### config.mk
export PLATFORM = sky130hd
export DESIGN_NAME = song_sequencer
export DESIGN_NICKNAME = d
export VERILOG_FILES = /design/src/rtl/song_sequencer.sv
export SDC_FILE = /design/constraint.sdc
export NUM_CORES = 1
export LEC_CHECK = 0
export BUFFER_PORTS_ARGS = -buffer_cell sky130_fd_sc_hd__buf_2
export CORE_MARGIN = 4
export CORE_UTILIZATION = 35
export CTS_CLUSTER_SIZE = 14
export DETAILED_ROUTE_END_ITERATION = 10
export GPL_TIMING_DRIVEN = 0
export PLACE_DENSITY = 0.58
export SYNTH_ARGS = -nofsm -noshare
export SYNTH_HDL_FRONTEND = slang
export SYNTH_SLANG_ARGS = --single-unit
### constraint.sdc
create_clock -name clk -period 2.6 [get_ports clk]
set_input_delay 0.13 -clock clk [delete_from_list [all_inputs] [get_ports clk]]
set_output_delay 0.13 -clock clk [all_outputs]
set_load 0.03 [all_outputs]
### src/rtl/song_sequencer.sv
// song_sequencer: melody ROM autoplay with live-key override to the buzzer.
// Ports: clk, rst_n (sync, active-low), play/stop pulses, loop_en level,
// key_note live key, rom_addr/rom_data melody ROM (1-cycle read latency),
// note_out registered buzzer note, busy, done (end-of-song pulse).
// Optional: define SONG_SEQ_GAP_EN for GAP_CYCLES of silence after each note.
module song_sequencer #(
  parameter int TICK_DIV   = 100_000,
  parameter int SONG_LEN   = 32,
  parameter int GAP_CYCLES = 5_000
) (
  input  logic                        clk,
  input  logic                        rst_n,
  input  logic                        play,
  input  logic                        stop,
  input  logic                        loop_en,
  input  logic [7:0]                  key_note,
  output logic [$clog2(SONG_LEN)-1:0] rom_addr,
  input  logic [13:0]                 rom_data,
  output logic [7:0]                  note_out,
  output logic                        busy,
  output logic                        done
);

  localparam int AW = $clog2(SONG_LEN);
  localparam int TW = $clog2(TICK_DIV);
  localparam int GW = $clog2(GAP_CYCLES + 1);

  if (TICK_DIV < 2) begin : g_bad_tick
    $error("TICK_DIV must be >= 2");
  end
  if (SONG_LEN < 2) begin : g_bad_len
    $error("SONG_LEN must be >= 2");
  end
  if (GAP_CYCLES < 1 || GW < 1) begin : g_bad_gap
    $error("GAP_CYCLES must be >= 1");
  end

`ifdef SONG_SEQ_GAP_EN
  typedef enum logic [2:0] {
    IDLE, FETCH, LOAD, PLAY, GAP
  } state_t;
`else
  typedef enum logic [2:0] {
    IDLE, FETCH, LOAD, PLAY
  } state_t;
`endif

  state_t          state;
  logic [AW-1:0]   ptr;
  logic [7:0]      cur_note;
  logic [5:0]      dur_cnt;
  logic [TW-1:0]   tick_cnt;
`ifdef SONG_SEQ_GAP_EN
  logic [GW-1:0]   gap_cnt;
`endif

  logic [7:0] seq_note;
  logic       tick_wrap;
  logic       note_end;
  logic       adv;
  logic       eos;

  assign rom_addr  = ptr;
  assign seq_note  = (state == PLAY) ? cur_note : 8'd0;
  assign tick_wrap = (tick_cnt == TW'(TICK_DIV - 1));
  assign note_end  = tick_wrap && (dur_cnt == 6'd1);

  // adv: current entry finished; eos: song over (marker or last entry)
  always_comb begin
    adv = 1'b0;
    eos = 1'b0;
    case (state)
      LOAD: eos = (rom_data[5:0] == 6'd0);
`ifdef SONG_SEQ_GAP_EN
      GAP:  adv = (gap_cnt == GW'(GAP_CYCLES - 1));
`else
      PLAY: adv = note_end;
`endif
      default: ;
    endcase
    if (adv && ptr == AW'(SONG_LEN - 1))
      eos = 1'b1;
  end

  always_ff @(posedge clk) begin
    if (!rst_n) begin
      state    <= IDLE;
      ptr      <= '0;
      cur_note <= '0;
      dur_cnt  <= '0;
      tick_cnt <= '0;
`ifdef SONG_SEQ_GAP_EN
      gap_cnt  <= '0;
`endif
      note_out <= '0;
      busy     <= 1'b0;
      done     <= 1'b0;
    end else begin
      done     <= 1'b0;
      note_out <= (key_note != 8'd0) ? key_note : seq_note;
      if (stop) begin
        // abort silences the sequencer on the same edge
        state    <= IDLE;
        ptr      <= '0;
        busy     <= 1'b0;
        note_out <= key_note;
      end else if (eos) begin
        ptr <= '0;
        if (loop_en) begin
          state <= FETCH;
        end else begin
          state <= IDLE;
          busy  <= 1'b0;
          done  <= 1'b1;
        end
      end else if (adv) begin
        ptr   <= ptr + AW'(1);
        state <= FETCH;
      end else begin
        unique case (state)
          IDLE: begin
            ptr <= '0;
            if (play) begin
              state <= FETCH;
              busy  <= 1'b1;
            end
          end
          FETCH: state <= LOAD;
          LOAD: begin
            cur_note <= rom_data[13:6];
            dur_cnt  <= rom_data[5:0];
            tick_cnt <= '0;
            state    <= PLAY;
          end
          PLAY: begin
            if (tick_wrap) begin
              tick_cnt <= '0;
              dur_cnt  <= dur_cnt - 6'd1;
`ifdef SONG_SEQ_GAP_EN
              if (note_end) begin
                gap_cnt <= '0;
                state   <= GAP;
              end
`endif
            end else begin
              tick_cnt <= tick_cnt + TW'(1);
            end
          end
`ifdef SONG_SEQ_GAP_EN
          GAP: gap_cnt <= gap_cnt + GW'(1);
`endif
          default: state <= IDLE;
        endcase
      end
    end
  end

endmodule

==> results of run 1 <==
==> area by class of cell <==
cell class	count	share of cell area (%)
well taps	96	4.06
clock buffers	5	2.33
flip-flops and latches	48	32.5
clock inverters	3	1.44
repair buffers	40	6.77
plain buffers	17	4.10
multi-input cells	213	46.7
inverters	17	2.16
==> critical path: cells and delay by family (launching register included) <==
family / cells / cell delay, ns
buf+inv: 2 / 0.57
compound gates: 2 / 0.66
fa+ha+maj: 1 / 0.15
flops: 1 / 0.37
simple gates: 3 / 0.44
==> power by group <==
part	total (mW)	switching, mW	internal (mW)	leakage (nW)
Clock	0.548	0.263	0.285	0.0541
Sequential	0.752	0.00438	0.747	0.389
Combinational	0.124	0.0763	0.0480	0.698
Total	1.42	0.344	1.08	1.14
==> flip-flops by register name, summed over array words and instances, names as in the netlist <==
register and cells:
dur_cnt 6, tick_cnt 17, busy 1, note_out 8, cur_note 8, done 1
state 2, rom_addr 5
==> metal layers <==
metal	vias up	GRT usage, %	wire length (microns)
met5	-	0	0
met4	0	5.01	101
met3	7	3.17	190
met2	34	22.9	2760
met1	1051	20.2	3030
li1	1168	-	-
==> metrics by stage <==
step           hold WS (ns)  cell area (sq um)  setup WS, ns  util, %
5_1_grt              0.0369               2960        0.0375     42.8
3_5_place_dp          0.367               2850         0.320     41.2
3_3_place_gp          0.374               2850         0.326     41.2
2_1_floorplan         0.263               2530         0.581        -
4_1_cts              0.0490               2960         0.299     42.8
6_report             0.0504               2960         0.302     42.8
==> logic make-up after synthesis <==
group,share of synthesized area (%)
AND/OR/NAND/NOR,26.1
AO/OA/AOI/OAI,22.8
flip-flops,38.0
buffers and inverters,7.33
adder cells (fa/ha/maj),3.96
XOR/XNOR,1.39
multiplexers,0.446
==> cell usage in the layout, fill, tap and decap left out, types with 4 or more instances in the layout <==
master	count
sky130_fd_sc_hd__a31oi_1	6
sky130_fd_sc_hd__or3b_2	4
sky130_fd_sc_hd__o22ai_1	6
sky130_fd_sc_hd__o21ai_0	15
sky130_fd_sc_hd__a21oi_1	19
sky130_fd_sc_hd__clkbuf_8	5
sky130_fd_sc_hd__nor4_1	5
sky130_fd_sc_hd__or3_1	6
sky130_fd_sc_hd__buf_2	40
sky130_fd_sc_hd__nand2_1	36
sky130_fd_sc_hd__xor2_1	4
sky130_fd_sc_hd__dfxtp_1	48
sky130_fd_sc_hd__nand3_1	20
sky130_fd_sc_hd__a22o_1	8
sky130_fd_sc_hd__and3_1	4
sky130_fd_sc_hd__nor2_1	15
sky130_fd_sc_hd__clkbuf_1	8
sky130_fd_sc_hd__buf_6	5
sky130_fd_sc_hd__ha_1	8
sky130_fd_sc_hd__inv_1	17
sky130_fd_sc_hd__or4_1	4
==> worst min path at each step <==
| stage | startpoint | end | slack [ns] |
|---|---|---|---|
| after floorplan | key_note[0] | note_out[0] | 0.26 |
| after global placement | key_note[5] | note_out[5] | 0.37 |
| after detailed placement | key_note[5] | note_out[5] | 0.37 |
| after CTS | key_note[5] | note_out[5] | 0.05 |
| after global routing | key_note[5] | note_out[5] | 0.04 |
| final | key_note[5] | note_out[5] | 0.05 |
==> impl_results.html, run 1 <==
<table>
<tr><th>Metric</th><th>Value</th></tr>
<tr><th colspan="2">Global routing</th></tr>
<tr><td>Pin count of the biggest net entering global routing</td><td>16</td></tr>
<tr><td>GR Util All Layers</td><td>14.8%</td></tr>
<tr><td>Vias in the first global route</td><td>2,130</td></tr>
<tr><td>Number of antenna violations at the first check in global routing</td><td>0</td></tr>
<tr><td>Global-route wire length before repair</td><td>10.2 mm</td></tr>
<tr><td>Final global-route overflow total</td><td>0</td></tr>
<tr><th colspan="2">STA</th></tr>
<tr><td>Count of pins over their slew limit</td><td>0</td></tr>
<tr><td>Slew @ Worst Pin</td><td>1.08 ns</td></tr>
<tr><td>Max Clk Rate</td><td>435 MHz</td></tr>
<tr><td>Unrepaired setup endpoints after global routing</td><td>false</td></tr>
<tr><td>Minimum clock period</td><td>2.30 ns</td></tr>
<tr><td>Total negative setup slack</td><td>0 ns</td></tr>
<tr><td>Number of endpoints failing setup at the final stage</td><td>0</td></tr>
<tr><td>Final hold violation count</td><td>0</td></tr>
<tr><td>Setup Skew</td><td>0.00656 ns</td></tr>
<tr><td>Worst slew margin</td><td>27.1%</td></tr>
<tr><td>Fin crit share</td><td>88.4%</td></tr>
<tr><th colspan="2">Critical path</th></tr>
<tr><td>Max incr delay on CP</td><td>0.47 ns</td></tr>
<tr><td>Nature of the critical path endpoint</td><td>flop</td></tr>
<tr><td>Capturing instance or port of the critical path</td><td>tick_cnt[7]</td></tr>
<tr><td>CP max stage cell</td><td>sky130_fd_sc_hd__a211oi_4</td></tr>
<tr><td>Worst reg2reg endpoint</td><td>tick_cnt[7]</td></tr>
<tr><td>Setup slack of the worst register-to-register path</td><td>0.30 ns</td></tr>
<tr><td>Startpoint kind of the worst setup timing path</td><td>flop</td></tr>
<tr><td>Critical Path Start</td><td>state[1]</td></tr>
<tr><td>CP most frequent cell</td><td>sky130_fd_sc_hd__nor2_1</td></tr>
<tr><td>R2r worst-path depth</td><td>8</td></tr>
<tr><td>Worst Path Arrival</td><td>2.49 ns</td></tr>
<tr><td>Critical setup path kind</td><td>flop to flop</td></tr>
<tr><td>Cell-by-cell trace of the critical path</td><td>ha_1 -&gt; clkbuf_1 -&gt; nor2_1 -&gt; a211oi_4 -&gt; o211ai_2 -&gt; buf_4 -&gt; nand2_2 -&gt; nor2_1</td></tr>
<tr><td>CP max FO</td><td>10</td></tr>
<tr><td>Worst reg2reg startpoint</td><td>state[1]</td></tr>
<tr><td>CP Data Required Time</td><td>2.80 ns</td></tr>
<tr><th colspan="2">Logic synthesis</th></tr>
<tr><td>Yosys synthesis warning count</td><td>0</td></tr>
<tr><td>Synth Register Bits</td><td>48</td></tr>
<tr><td>Share of synthesized flip-flops with an asynchronous set or reset</td><td>0%</td></tr>
<tr><td>Ranking of synthesized cells by area</td><td>sky130_fd_sc_hd__dfxtp_1 38%, sky130_fd_sc_hd__nand2_1 5.3%, sky130_fd_sc_hd__ha_1 4.0%</td></tr>
<tr><td>Number of enable-type register cells in the synthesized netlist</td><td>0</td></tr>
<tr><td>Cell area after synthesis</td><td>0.00253 sq mm</td></tr>
<tr><td>Dominant synthesized flop cell</td><td>sky130_fd_sc_hd__dfxtp_1</td></tr>
<tr><td>Post-Synthesis Cells</td><td>295</td></tr>
<tr><td>Number of nets in the synthesized netlist</td><td>330</td></tr>
<tr><td>Area share of the largest cell type after synthesis</td><td>38.0%</td></tr>
<tr><td>Synth top cells by count</td><td>48 x sky130_fd_sc_hd__dfxtp_1, 36 x sky130_fd_sc_hd__nand2_1, 20 x sky130_fd_sc_hd__nand3_1</td></tr>
<tr><td>Proportion of synthesized chip area in sequential cells</td><td>38.0%</td></tr>
<tr><td>Area leader, netlist</td><td>sky130_fd_sc_hd__dfxtp_1</td></tr>
<tr><td>Most used standard cell by instance count after synthesis</td><td>sky130_fd_sc_hd__dfxtp_1</td></tr>
<tr><td>Synth cell types</td><td>58</td></tr>
<tr><td>Synthesized area per cell</td><td>8.56 sq um</td></tr>
<tr><th colspan="2">CTS</th></tr>
<tr><td>Later-pin clock latency in the skew report</td><td>0.31 ns</td></tr>
<tr><td>Total CTS buffers</td><td>5</td></tr>
<tr><td>Worst-path clk slew</td><td>0.09 ns</td></tr>
<tr><td>Deepest clock path buffer count</td><td>2</td></tr>
<tr><td>Cell at the root of the clock tree</td><td>sky130_fd_sc_hd__clkbuf_8</td></tr>
<tr><td>Setup fix buffers added after clock tree synthesis</td><td>0</td></tr>
<tr><td>Hold bufs inserted after CTS</td><td>0</td></tr>
<tr><td>Post-cts sizing count</td><td>0</td></tr>
<tr><td>Clock tree from TritonCTS</td><td>built</td></tr>
<tr><td>Number of H-tree levels</td><td>2</td></tr>
<tr><td>Clk sinks</td><td>48</td></tr>
<tr><th colspan="2">Cells and area</th></tr>
<tr><td>Final nets</td><td>377</td></tr>
<tr><td>Sequential cell area</td><td>961 sq um</td></tr>
<tr><td>Area used by multi-input combinational logic</td><td>0.00138 sq mm</td></tr>
<tr><td>Area Overhead vs Synth</td><td>17.1%</td></tr>
<tr><td>Share of layout cells above drive strength 1</td><td>22.4%</td></tr>
<tr><td>Count of fill cells added during filler insertion</td><td>726</td></tr>
<tr><td>Final cell count without fillers</td><td>439</td></tr>
<tr><td>Number of antenna diodes</td><td>0</td></tr>
<tr><th colspan="2">Die</th></tr>
<tr><td>Total I/O pin count</td><td>42</td></tr>
<tr><td>Starting Density</td><td>36.6%</td></tr>
<tr><td>Die outline height</td><td>93.0 microns</td></tr>
<tr><td>Area of the die</td><td>0.00864 sq mm</td></tr>
<tr><td>Die width</td><td>93.0 microns</td></tr>
<tr><td>Area of the core</td><td>0.00691 sq mm</td></tr>
<tr><td>FP Rows</td><td>30</td></tr>
<tr><th colspan="2">Placement</th></tr>
<tr><td>Post-placement cell count</td><td>431</td></tr>
<tr><td>Final GP Congestion</td><td>0.816</td></tr>
<tr><td>IO buf count</td><td>40</td></tr>
<tr><td>HPWL after DPL</td><td>4.59 mm</td></tr>
<tr><th colspan="2">Routing</th></tr>
<tr><td>Via-per-instance ratio</td><td>5.15</td></tr>
<tr><td>DR DRC count</td><td>0</td></tr>
<tr><td>Count of nets left with antenna violations after detail routing</td><td>0</td></tr>
<tr><td>Routed WL per cell</td><td>13.9 microns</td></tr>
<tr><td>DR iter-0 viols</td><td>163</td></tr>
<tr><td>Routed wire length</td><td>6.09 mm</td></tr>
<tr><td>Number of detailed-routing iterations run before antenna repair</td><td>4</td></tr>
<tr><td>Total number of vias</td><td>2,260</td></tr>
<tr><th colspan="2">Hold path</th></tr>
<tr><td>Hold Path Stages</td><td>2</td></tr>
<tr><td>Hold WC Path Type</td><td>input port to flop</td></tr>
<tr><th colspan="2">Power</th></tr>
<tr><td>VDD IR-drop max</td><td>0.000229 V</td></tr>
<tr><td>Overall power</td><td>1.42 mW</td></tr>
<tr><td>Leakage</td><td>1.14 nW</td></tr>
<tr><td>Power Density</td><td>481 mW/mm^2</td></tr>
<tr><th colspan="2">Status</th></tr>
<tr><td>Status</td><td>complete, no violations</td></tr>
<tr><th colspan="2">Run</th></tr>
<tr><td>Max-cap violations</td><td>0</td></tr>
</table>
Note: power is estimated with default switching activity, not from simulation.
==> inputs of run 2 (changes only) <==
--- a/config.mk
+++ b/config.mk
@@ -5,6 +5,7 @@
 export SDC_FILE = /design/constraint.sdc
 export NUM_CORES = 1
 export LEC_CHECK = 0
+export ABC_AREA = 1
 export BUFFER_PORTS_ARGS = -buffer_cell sky130_fd_sc_hd__buf_2
 export CORE_MARGIN = 4
 export CORE_UTILIZATION = 35
==> run 2 against run 1 <==
Worst setup slack gained 0.29 ns. Routed wire length grew 10%. Sequential share of layout area shrank 0.92 points. Critical endpoint is now dur_cnt[0].
==> impl_results.html, run 2 <==
<table>
<tr><th>Metric</th><th>Value</th></tr>
<tr><th colspan="2">Logic synthesis</th></tr>
<tr><td>Area leader, netlist</td><td>sky130_fd_sc_hd__dfxtp_1</td></tr>
<tr><td>Share of cell area taken by muxes after synthesis</td><td>0.380%</td></tr>
<tr><td>Synth cell types</td><td>38</td></tr>
<tr><td>Area share of the largest cell type after synthesis</td><td>36.5%</td></tr>
<tr><td>Synthesized-area fraction occupied by xor and xnor cells</td><td>2.00%</td></tr>
<tr><td>Proportion of synthesized chip area in sequential cells</td><td>36.5%</td></tr>
<tr><td>Post-Synth Simple-Gate Area</td><td>31.7%</td></tr>
<tr><td>Yosys synthesis warning count</td><td>0</td></tr>
<tr><td>Post-synthesis share of cell area spent on full adders, half adders and majority gates</td><td>3.80%</td></tr>
<tr><td>Area fraction in compound gates after synthesis</td><td>16.4%</td></tr>
<tr><td>Cell area after synthesis</td><td>0.00263 sq mm</td></tr>
<tr><td>Number of nets in the synthesized netlist</td><td>418</td></tr>
<tr><td>Ranking of synthesized cells by area</td><td>sky130_fd_sc_hd__dfxtp_1 36%, sky130_fd_sc_hd__nand2_1 11%, sky130_fd_sc_hd__a21oi_1 6.5%</td></tr>
<tr><td>Synth top cells by count</td><td>78 x sky130_fd_sc_hd__nand2_1, 48 x sky130_fd_sc_hd__dfxtp_1, 44 x sky130_fd_sc_hd__nor2_1</td></tr>
<tr><td>Synthesized area per cell</td><td>6.88 sq um</td></tr>
<tr><td>Share of synthesized flip-flops with an asynchronous set or reset</td><td>0%</td></tr>
<tr><td>Largest family of logic cells by synthesized area</td><td>simple AND/OR/NAND/NOR gates</td></tr>
<tr><td>Synth Register Bits</td><td>48</td></tr>
<tr><td>Most used standard cell by instance count after synthesis</td><td>sky130_fd_sc_hd__nand2_1</td></tr>
<tr><td>Post-Synthesis Cells</td><td>383</td></tr>
<tr><td>Number of enable-type register cells in the synthesized netlist</td><td>0</td></tr>
<tr><td>Dominant synthesized flop cell</td><td>sky130_fd_sc_hd__dfxtp_1</td></tr>
<tr><th colspan="2">Placement</th></tr>
<tr><td>Total placed instance area</td><td>0.00296 sq mm</td></tr>
<tr><td>HPWL after DPL</td><td>5.09 mm</td></tr>
<tr><td>IO buf count</td><td>41</td></tr>
<tr><td>Final GP Congestion</td><td>0.837</td></tr>
<tr><th colspan="2">Global routing</th></tr>
<tr><td>Pin count of the biggest net entering global routing</td><td>15</td></tr>
<tr><td>GR Util All Layers</td><td>16.0%</td></tr>
<tr><td>Global-route wire length before repair</td><td>11.5 mm</td></tr>
<tr><td>Final global-route overflow total</td><td>0</td></tr>
<tr><td>Vias in the first global route</td><td>2,456</td></tr>
<tr><td>Number of antenna violations at the first check in global routing</td><td>0</td></tr>
<tr><th colspan="2">Critical path</th></tr>
<tr><td>Critical setup path kind</td><td>flop to flop</td></tr>
<tr><td>Buffers &amp; Inverters on Critical Path</td><td>3</td></tr>
<tr><td>Worst Path Arrival</td><td>2.25 ns</td></tr>
<tr><td>CP delay by family, top</td><td>buffers and inverters</td></tr>
<tr><td>CP Data Required Time</td><td>2.84 ns</td></tr>
<tr><td>Startpoint kind of the worst setup timing path</td><td>flop</td></tr>
<tr><td>Nature of the critical path endpoint</td><td>flop</td></tr>
<tr><td>Max incr delay on CP</td><td>0.39 ns</td></tr>
<tr><td>CP max stage cell</td><td>sky130_fd_sc_hd__dfxtp_1</td></tr>
<tr><td>CP max FO</td><td>10</td></tr>
<tr><td>Cell-by-cell trace of the critical path</td><td>ha_1 -&gt; buf_2 -&gt; clkinv_1 -&gt; clkbuf_1 -&gt; o21ai_0 -&gt; o21ai_0 -&gt; a21oi_1</td></tr>
<tr><td>Setup slack of the worst register-to-register path</td><td>0.59 ns</td></tr>
<tr><td>CP most frequent cell</td><td>sky130_fd_sc_hd__o21ai_0</td></tr>
<tr><th colspan="2">Power</th></tr>
<tr><td>Leakage</td><td>1.30 nW</td></tr>
<tr><td>VDD IR-drop max</td><td>0.000229 V</td></tr>
<tr><td>Share of total power in combinational logic</td><td>12.7%</td></tr>
<tr><td>Internal</td><td>1.00 mW</td></tr>
<tr><td>Part of the power in registers</td><td>55.5%</td></tr>
<tr><td>Power Density</td><td>453 mW/mm^2</td></tr>
<tr><td>Switching share of total power</td><td>27.3%</td></tr>
<tr><td>Power share of the clock group</td><td>31.7%</td></tr>
<tr><td>Reported net switching power</td><td>376 uW</td></tr>
<tr><th colspan="2">STA</th></tr>
<tr><td>Worst slew margin</td><td>57.0%</td></tr>
<tr><td>Fin crit share</td><td>77.4%</td></tr>
<tr><td>Number of endpoints failing setup at the final stage</td><td>0</td></tr>
<tr><td>Max Clk Rate</td><td>497 MHz</td></tr>
<tr><td>Count of pins over their slew limit</td><td>0</td></tr>
<tr><td>Unrepaired setup endpoints after global routing</td><td>false</td></tr>
<tr><td>Final hold violation count</td><td>0</td></tr>
<tr><td>Worst hold margin</td><td>0.00978 ns</td></tr>
<tr><td>Setup Skew</td><td>0.00789 ns</td></tr>
<tr><td>Slew @ Worst Pin</td><td>0.645 ns</td></tr>
<tr><td>Minimum clock period</td><td>2.01 ns</td></tr>
<tr><td>Total negative setup slack</td><td>0 ns</td></tr>
<tr><th colspan="2">Cells and area</th></tr>
<tr><td>Share of layout cells above drive strength 1</td><td>18.3%</td></tr>
<tr><td>Number of antenna diodes</td><td>0</td></tr>
<tr><td>Count of fill cells added during filler insertion</td><td>800</td></tr>
<tr><td>Most frequent cells in the layout</td><td>78 x sky130_fd_sc_hd__nand2_1, 48 x sky130_fd_sc_hd__dfxtp_1, 44 x sky130_fd_sc_hd__nor2_1, 43 x sky130_fd_sc_hd__buf_2, 38 x sky130_fd_sc_hd__inv_1</td></tr>
<tr><td>Register with the highest flop count</td><td>tick_cnt</td></tr>
<tr><td>Finished Cell Area</td><td>0.00304 sq mm</td></tr>
<tr><td>Area Overhead vs Synth</td><td>15.6%</td></tr>
<tr><td>Sequential cell area</td><td>961 sq um</td></tr>
<tr><td>Flip-flop count of the largest register, all copies and words added</td><td>17</td></tr>
<tr><td>Commonest non-fill, non-tap cell in the layout</td><td>sky130_fd_sc_hd__nand2_1</td></tr>
<tr><td>Area used by multi-input combinational logic</td><td>0.00143 sq mm</td></tr>
<tr><td>Final nets</td><td>466</td></tr>
<tr><td>Largest registers</td><td>tick_cnt (17), cur_note (8), note_out (8)</td></tr>
<tr><th colspan="2">CTS</th></tr>
<tr><td>Worst-path clk slew</td><td>0.09 ns</td></tr>
<tr><td>Total CTS buffers</td><td>5</td></tr>
<tr><td>Deepest clock path buffer count</td><td>2</td></tr>
<tr><td>Number of H-tree levels</td><td>2</td></tr>
<tr><td>Later-pin clock latency in the skew report</td><td>0.30 ns</td></tr>
<tr><td>Post-cts sizing count</td><td>0</td></tr>
<tr><td>Clock tree from TritonCTS</td><td>built</td></tr>
<tr><td>Hold bufs inserted after CTS</td><td>0</td></tr>
<tr><td>Setup fix buffers added after clock tree synthesis</td><td>0</td></tr>
<tr><td>Clk sinks</td><td>48</td></tr>
<tr><td>Cell at the root of the clock tree</td><td>sky130_fd_sc_hd__clkbuf_8</td></tr>
<tr><th colspan="2">Routing</th></tr>
<tr><td>Via-per-instance ratio</td><td>4.81</td></tr>
<tr><td>Routed WL per cell</td><td>12.7 microns</td></tr>
<tr><td>DR DRC count</td><td>0</td></tr>
<tr><td>Total number of vias</td><td>2,550</td></tr>
<tr><td>Number of detailed-routing iterations run before antenna repair</td><td>4</td></tr>
<tr><td>Count of nets left with antenna violations after detail routing</td><td>0</td></tr>
<tr><td>DR iter-0 viols</td><td>202</td></tr>
<tr><td>Routed wire length</td><td>6.72 mm</td></tr>
<tr><th colspan="2">Hold path</th></tr>
<tr><td>Hold WC Path Type</td><td>input port to flop</td></tr>
<tr><th colspan="2">Die</th></tr>
<tr><td>Starting Density</td><td>36.1%</td></tr>
<tr><td>Total I/O pin count</td><td>42</td></tr>
<tr><td>Area of the die</td><td>0.00898 sq mm</td></tr>
<tr><td>FP Rows</td><td>31</td></tr>
<tr><td>Die width</td><td>94.7 microns</td></tr>
<tr><td>Area of the core</td><td>0.00729 sq mm</td></tr>
<tr><td>Die outline height</td><td>94.7 microns</td></tr>
<tr><th colspan="2">Status</th></tr>
<tr><td>Status</td><td>complete, no violations</td></tr>
<tr><th colspan="2">Run</th></tr>
<tr><td>Max-cap violations</td><td>0</td></tr>
</table>
==> run 2: changes by cell type in the layout (fill, tap and decap cells not counted), sizes merged, moves of 12 or more <==
cell,change
a21oi,+14
inv,+29
nand2,+44
nor2,+33
nor3,+12
o21ai,+17
==> run 2: area by class of cell <==
type                    count  area share, %
plain buffers              10           2.18
clock buffers               5           2.26
clock inverters             2          0.411
inverters                  47           5.80
multi-input cells         278           47.0
flip-flops and latches     48           31.6
well taps                  99           4.07
repair buffers             41           6.74
==> run 2: path summary, 6_finish.rpt <==
kind,from,cells past startpoint,to
worst min register to register,cur_note[2],2,cur_note[2]
worst max register to register,state[1],7,dur_cnt[0]
worst min-delay path,loop_en,2,done
worst max-delay path,state[1],7,dur_cnt[0]
==> run 2: logic make-up after synthesis <==
group           count (synthesis)
flops                          48
compound gates                 80
fa+ha+maj                       8
mux                             1
xor+xnor                        6
buf+inv                        57
simple gates                  183
==> run 2: worst register-to-register path, stage by stage (launching register included) <==
cell and delay (ns):
sky130_fd_sc_hd__dfxtp_1 0.39, sky130_fd_sc_hd__ha_1 0.16, sky130_fd_sc_hd__buf_2 0.23, sky130_fd_sc_hd__clkinv_1 0.30, sky130_fd_sc_hd__clkbuf_1 0.39, sky130_fd_sc_hd__o21ai_0 0.25
sky130_fd_sc_hd__o21ai_0 0.11, sky130_fd_sc_hd__a21oi_1 0.13
==> run 2: power groups by stage <==
stage,combinational (mW),sequential [mW],clock (mW)
final,0.176,0.766,0.438
after global routing,0.202,0.769,0.478
after CTS,0.177,0.767,0.452
after detailed placement,0.176,0.784,0
after global placement,0.175,0.784,0
after floorplan,0.103,0.797,0
==> run 2: per-layer routing <==
layer	global-route usage, %	routed length, microns	vias up
met2	27.0	3160	54
met4	3.97	67	0
li1	-	-	1349
met5	0	0	-
met1	20.8	3130	1141
met3	3.51	368	6
==> run 2: per-stage QoR <==
stage	setup slack, ns	total power [mW]	std cells	util [%]
after CTS	0.605	1.40	530	41.7
after global routing	0.378	1.45	530	41.7
final	0.587	1.38	530	41.7
after global placement	0.640	0.959	523	40.6
after floorplan	0.926	0.900	383	-
after detailed placement	0.624	0.960	523	40.6
==> inputs of run 3 (changes only) <==
--- a/config.mk
+++ b/config.mk
@@ -12,7 +12,7 @@
 export CTS_CLUSTER_SIZE = 14
 export DETAILED_ROUTE_END_ITERATION = 10
 export GPL_TIMING_DRIVEN = 0
-export PLACE_DENSITY = 0.58
+export PLACE_DENSITY = 0.6
 export SYNTH_ARGS = -nofsm -noshare
 export SYNTH_HDL_FRONTEND = slang
 export SYNTH_SLANG_ARGS = --single-unit
==> constraint.sdc (replaced) <==
create_clock -name clk -period 1.85 [get_ports clk]
set_input_delay 0.0925 -clock clk [delete_from_list [all_inputs] [get_ports clk]]
set_output_delay 0.0925 -clock clk [all_outputs]
set_load 0.03 [all_outputs]
==> run 3 against run 2 <==
Sequential share of layout area fell by 2.3 points. Utilization rose by 3.9 points. Register-to-register slack got worse by 0.50 ns. Worst setup slack got worse by 0.50 ns. Die area did not move. Power rose by 47%. Final area rose by 9.3%. Global-route usage fell by 0.66 points. Non-clock buffer count rose by 12.
==> impl_results.html, run 3 (same netlist as run 2, synthesis figures left out) <==
<table>
<tr><th>Metric</th><th>Value</th></tr>
<tr><th colspan="2">Status</th></tr>
<tr><td>Status</td><td>complete, no violations</td></tr>
<tr><th colspan="2">Cells and area</th></tr>
<tr><td>Flip-flop count of the largest register, all copies and words added</td><td>17</td></tr>
<tr><td>Count of fill cells added during filler insertion</td><td>805</td></tr>
<tr><td>Finished Cell Area</td><td>0.00333 sq mm</td></tr>
<tr><td>Post-layout util</td><td>45.6%</td></tr>
<tr><td>Number of antenna diodes</td><td>0</td></tr>
<tr><td>Area Overhead vs Synth</td><td>26.3%</td></tr>
<tr><td>Share of layout cells above drive strength 1</td><td>26.4%</td></tr>
<tr><td>Sequential cell area</td><td>973 sq um</td></tr>
<tr><td>Final cell count without fillers</td><td>543</td></tr>
<tr><td>Register with the highest flop count</td><td>tick_cnt</td></tr>
<tr><td>Commonest non-fill, non-tap cell in the layout</td><td>sky130_fd_sc_hd__nand2_1</td></tr>
<tr><td>Final nets</td><td>478</td></tr>
<tr><td>Area used by multi-input combinational logic</td><td>0.00155 sq mm</td></tr>
<tr><td>Largest registers</td><td>tick_cnt (17), cur_note (8), note_out (8)</td></tr>
<tr><td>Most frequent cells in the layout</td><td>75 x sky130_fd_sc_hd__nand2_1, 44 x sky130_fd_sc_hd__buf_2, 42 x sky130_fd_sc_hd__dfxtp_1, 40 x sky130_fd_sc_hd__nor2_1, 37 x sky130_fd_sc_hd__inv_1</td></tr>
<tr><th colspan="2">Die</th></tr>
<tr><td>Area of the die</td><td>0.00898 sq mm</td></tr>
<tr><td>Area of the core</td><td>0.00729 sq mm</td></tr>
<tr><td>FP Rows</td><td>31</td></tr>
<tr><td>Total I/O pin count</td><td>42</td></tr>
<tr><td>Starting Density</td><td>36.1%</td></tr>
<tr><td>Die outline height</td><td>94.7 microns</td></tr>
<tr><td>Die width</td><td>94.7 microns</td></tr>
<tr><th colspan="2">Routing</th></tr>
<tr><td>Number of detailed-routing iterations run before antenna repair</td><td>4</td></tr>
<tr><td>Count of nets left with antenna violations after detail routing</td><td>0</td></tr>
<tr><td>Via-per-instance ratio</td><td>4.90</td></tr>
<tr><td>DR DRC count</td><td>0</td></tr>
<tr><td>DR iter-0 viols</td><td>160</td></tr>
<tr><td>Routed WL per cell</td><td>12.9 microns</td></tr>
<tr><td>Total number of vias</td><td>2,662</td></tr>
<tr><td>Routed wire length</td><td>7.00 mm</td></tr>
<tr><th colspan="2">CTS</th></tr>
<tr><td>Worst-path clk slew</td><td>0.09 ns</td></tr>
<tr><td>Total CTS buffers</td><td>5</td></tr>
<tr><td>Later-pin clock latency in the skew report</td><td>0.30 ns</td></tr>
<tr><td>Deepest clock path buffer count</td><td>2</td></tr>
<tr><td>Number of H-tree levels</td><td>2</td></tr>
<tr><td>Cell at the root of the clock tree</td><td>sky130_fd_sc_hd__clkbuf_8</td></tr>
<tr><td>Clock tree from TritonCTS</td><td>built</td></tr>
<tr><td>Clk sinks</td><td>48</td></tr>
<tr><th colspan="2">STA</th></tr>
<tr><td>Count of pins over their slew limit</td><td>0</td></tr>
<tr><td>Final hold violation count</td><td>0</td></tr>
<tr><td>Unrepaired setup endpoints after global routing</td><td>true</td></tr>
<tr><td>Total negative setup slack</td><td>0 ns</td></tr>
<tr><td>Setup Skew</td><td>0.00510 ns</td></tr>
<tr><td>Minimum clock period</td><td>1.77 ns</td></tr>
<tr><td>Max Clk Rate</td><td>566 MHz</td></tr>
<tr><td>Slew @ Worst Pin</td><td>0.540 ns</td></tr>
<tr><td>Worst slew margin</td><td>64.0%</td></tr>
<tr><td>Fin crit share</td><td>95.5%</td></tr>
<tr><td>Number of endpoints failing setup at the final stage</td><td>0</td></tr>
<tr><td>Worst hold margin</td><td>0.00390 ns</td></tr>
<tr><td>Setup WS post-layout</td><td>0.0837 ns</td></tr>
<tr><th colspan="2">Global routing</th></tr>
<tr><td>GR Util All Layers</td><td>15.4%</td></tr>
<tr><td>Global-route wire length before repair</td><td>11.0 mm</td></tr>
<tr><td>Final global-route overflow total</td><td>0</td></tr>
<tr><td>Pin count of the biggest net entering global routing</td><td>16</td></tr>
<tr><td>Vias in the first global route</td><td>2,381</td></tr>
<tr><td>Number of antenna violations at the first check in global routing</td><td>0</td></tr>
<tr><th colspan="2">Hold path</th></tr>
<tr><td>Hold WC Path Type</td><td>input port to flop</td></tr>
<tr><th colspan="2">Critical path</th></tr>
<tr><td>Cell-by-cell trace of the critical path</td><td>ha_4 -&gt; nand3_4 -&gt; inv_6 -&gt; nand3_4 -&gt; nor2_4 -&gt; nand3_2 -&gt; nand2_2 -&gt; inv_4 -&gt; nand2_8 -&gt; clkbuf_16 -&gt; nand2_1 -&gt; a21oi_2</td></tr>
<tr><td>CP max FO</td><td>6</td></tr>
<tr><td>Nature of the critical path endpoint</td><td>flop</td></tr>
<tr><td>Max incr delay on CP</td><td>0.38 ns</td></tr>
<tr><td>Startpoint kind of the worst setup timing path</td><td>flop</td></tr>
<tr><td>Setup slack of the worst register-to-register path</td><td>0.08 ns</td></tr>
<tr><td>CP most frequent cell</td><td>sky130_fd_sc_hd__nand3_4</td></tr>
<tr><td>CP max stage cell</td><td>sky130_fd_sc_hd__dfxtp_4</td></tr>
<tr><td>Critical setup path kind</td><td>flop to flop</td></tr>
<tr><td>Worst Path Arrival</td><td>2.01 ns</td></tr>
<tr><td>CP Data Required Time</td><td>2.09 ns</td></tr>
<tr><th colspan="2">Placement</th></tr>
<tr><td>IO buf count</td><td>41</td></tr>
<tr><td>Total placed instance area</td><td>0.00296 sq mm</td></tr>
<tr><td>Pre-CTS setup slack</td><td>-0.144 ns</td></tr>
<tr><td>Final GP Congestion</td><td>0.841</td></tr>
<tr><td>HPWL after DPL</td><td>5.09 mm</td></tr>
<tr><td>Post-placement cell count</td><td>523</td></tr>
<tr><th colspan="2">Power</th></tr>
<tr><td>Power Density</td><td>611 mW/mm^2</td></tr>
<tr><td>VDD IR-drop max</td><td>0.000289 V</td></tr>
<tr><td>Overall power</td><td>2.03 mW</td></tr>
<tr><td>Leakage</td><td>1.38 nW</td></tr>
<tr><th colspan="2">Run</th></tr>
<tr><td>Max-cap violations</td><td>0</td></tr>
</table>
-- run 3: worst max-delay path, delay by kind of cell (launching register included) --
family | cells | cell delay [ns]
adder cells (fa/ha/maj) | 1 | 0.16
AND/OR/NAND/NOR | 7 | 0.74
buffers and inverters | 3 | 0.31
flip-flops | 1 | 0.38
AO/OA/AOI/OAI | 1 | 0.11
-- run 3: power breakdown --
group	switching (mW)	internal, mW
clock	0.370	0.306
sequential	0.0177	1.06
combinational	0.170	0.108
total	0.558	1.48
-- run 3: final timing paths --
kind,end,depth (start not counted),from
min reg2reg,cur_note[5],2,cur_note[5]
min,note_out[4],3,key_note[4]
max reg2reg,tick_cnt[12],12,tick_cnt[1]
max,tick_cnt[12],12,tick_cnt[1]
-- run 3: per-layer routing --
layer | track usage [%] | share of wire, % | vias to the layer above
met5 | 0 | 0 | -
met3 | 2.55 | 4.4 | 7
li1 | - | - | 1383
met2 | 26.1 | 48 | 56
met4 | 2.88 | 0.84 | 0
met1 | 20.6 | 46 | 1216
-- run 3: area by class of cell --
class / instances / share of cell area (%)
plain buffers: 10 / 2.52
clock buffers: 6 / 2.48
clock inverters: 2 / 0.414
inverters: 47 / 5.60
multi-input cells: 278 / 46.6
flip-flops and latches: 48 / 29.3
well taps: 99 / 3.72
repair buffers: 53 / 9.40
-- run 3: what timing repair did --
| item | 4_1_cts | 5_1_grt |
|---|---|---|
| cloned | 0 | 3 |
| pin swaps | 0 | 12 |
| gates resized for setup | 10 | 38 |
| endpoints found under the hold margin | 2 | 0 |
| hold buffers | 2 | 0 |
| buffers inserted | 0 | 7 |
| setup endpoints to repair | 35 | 46 |
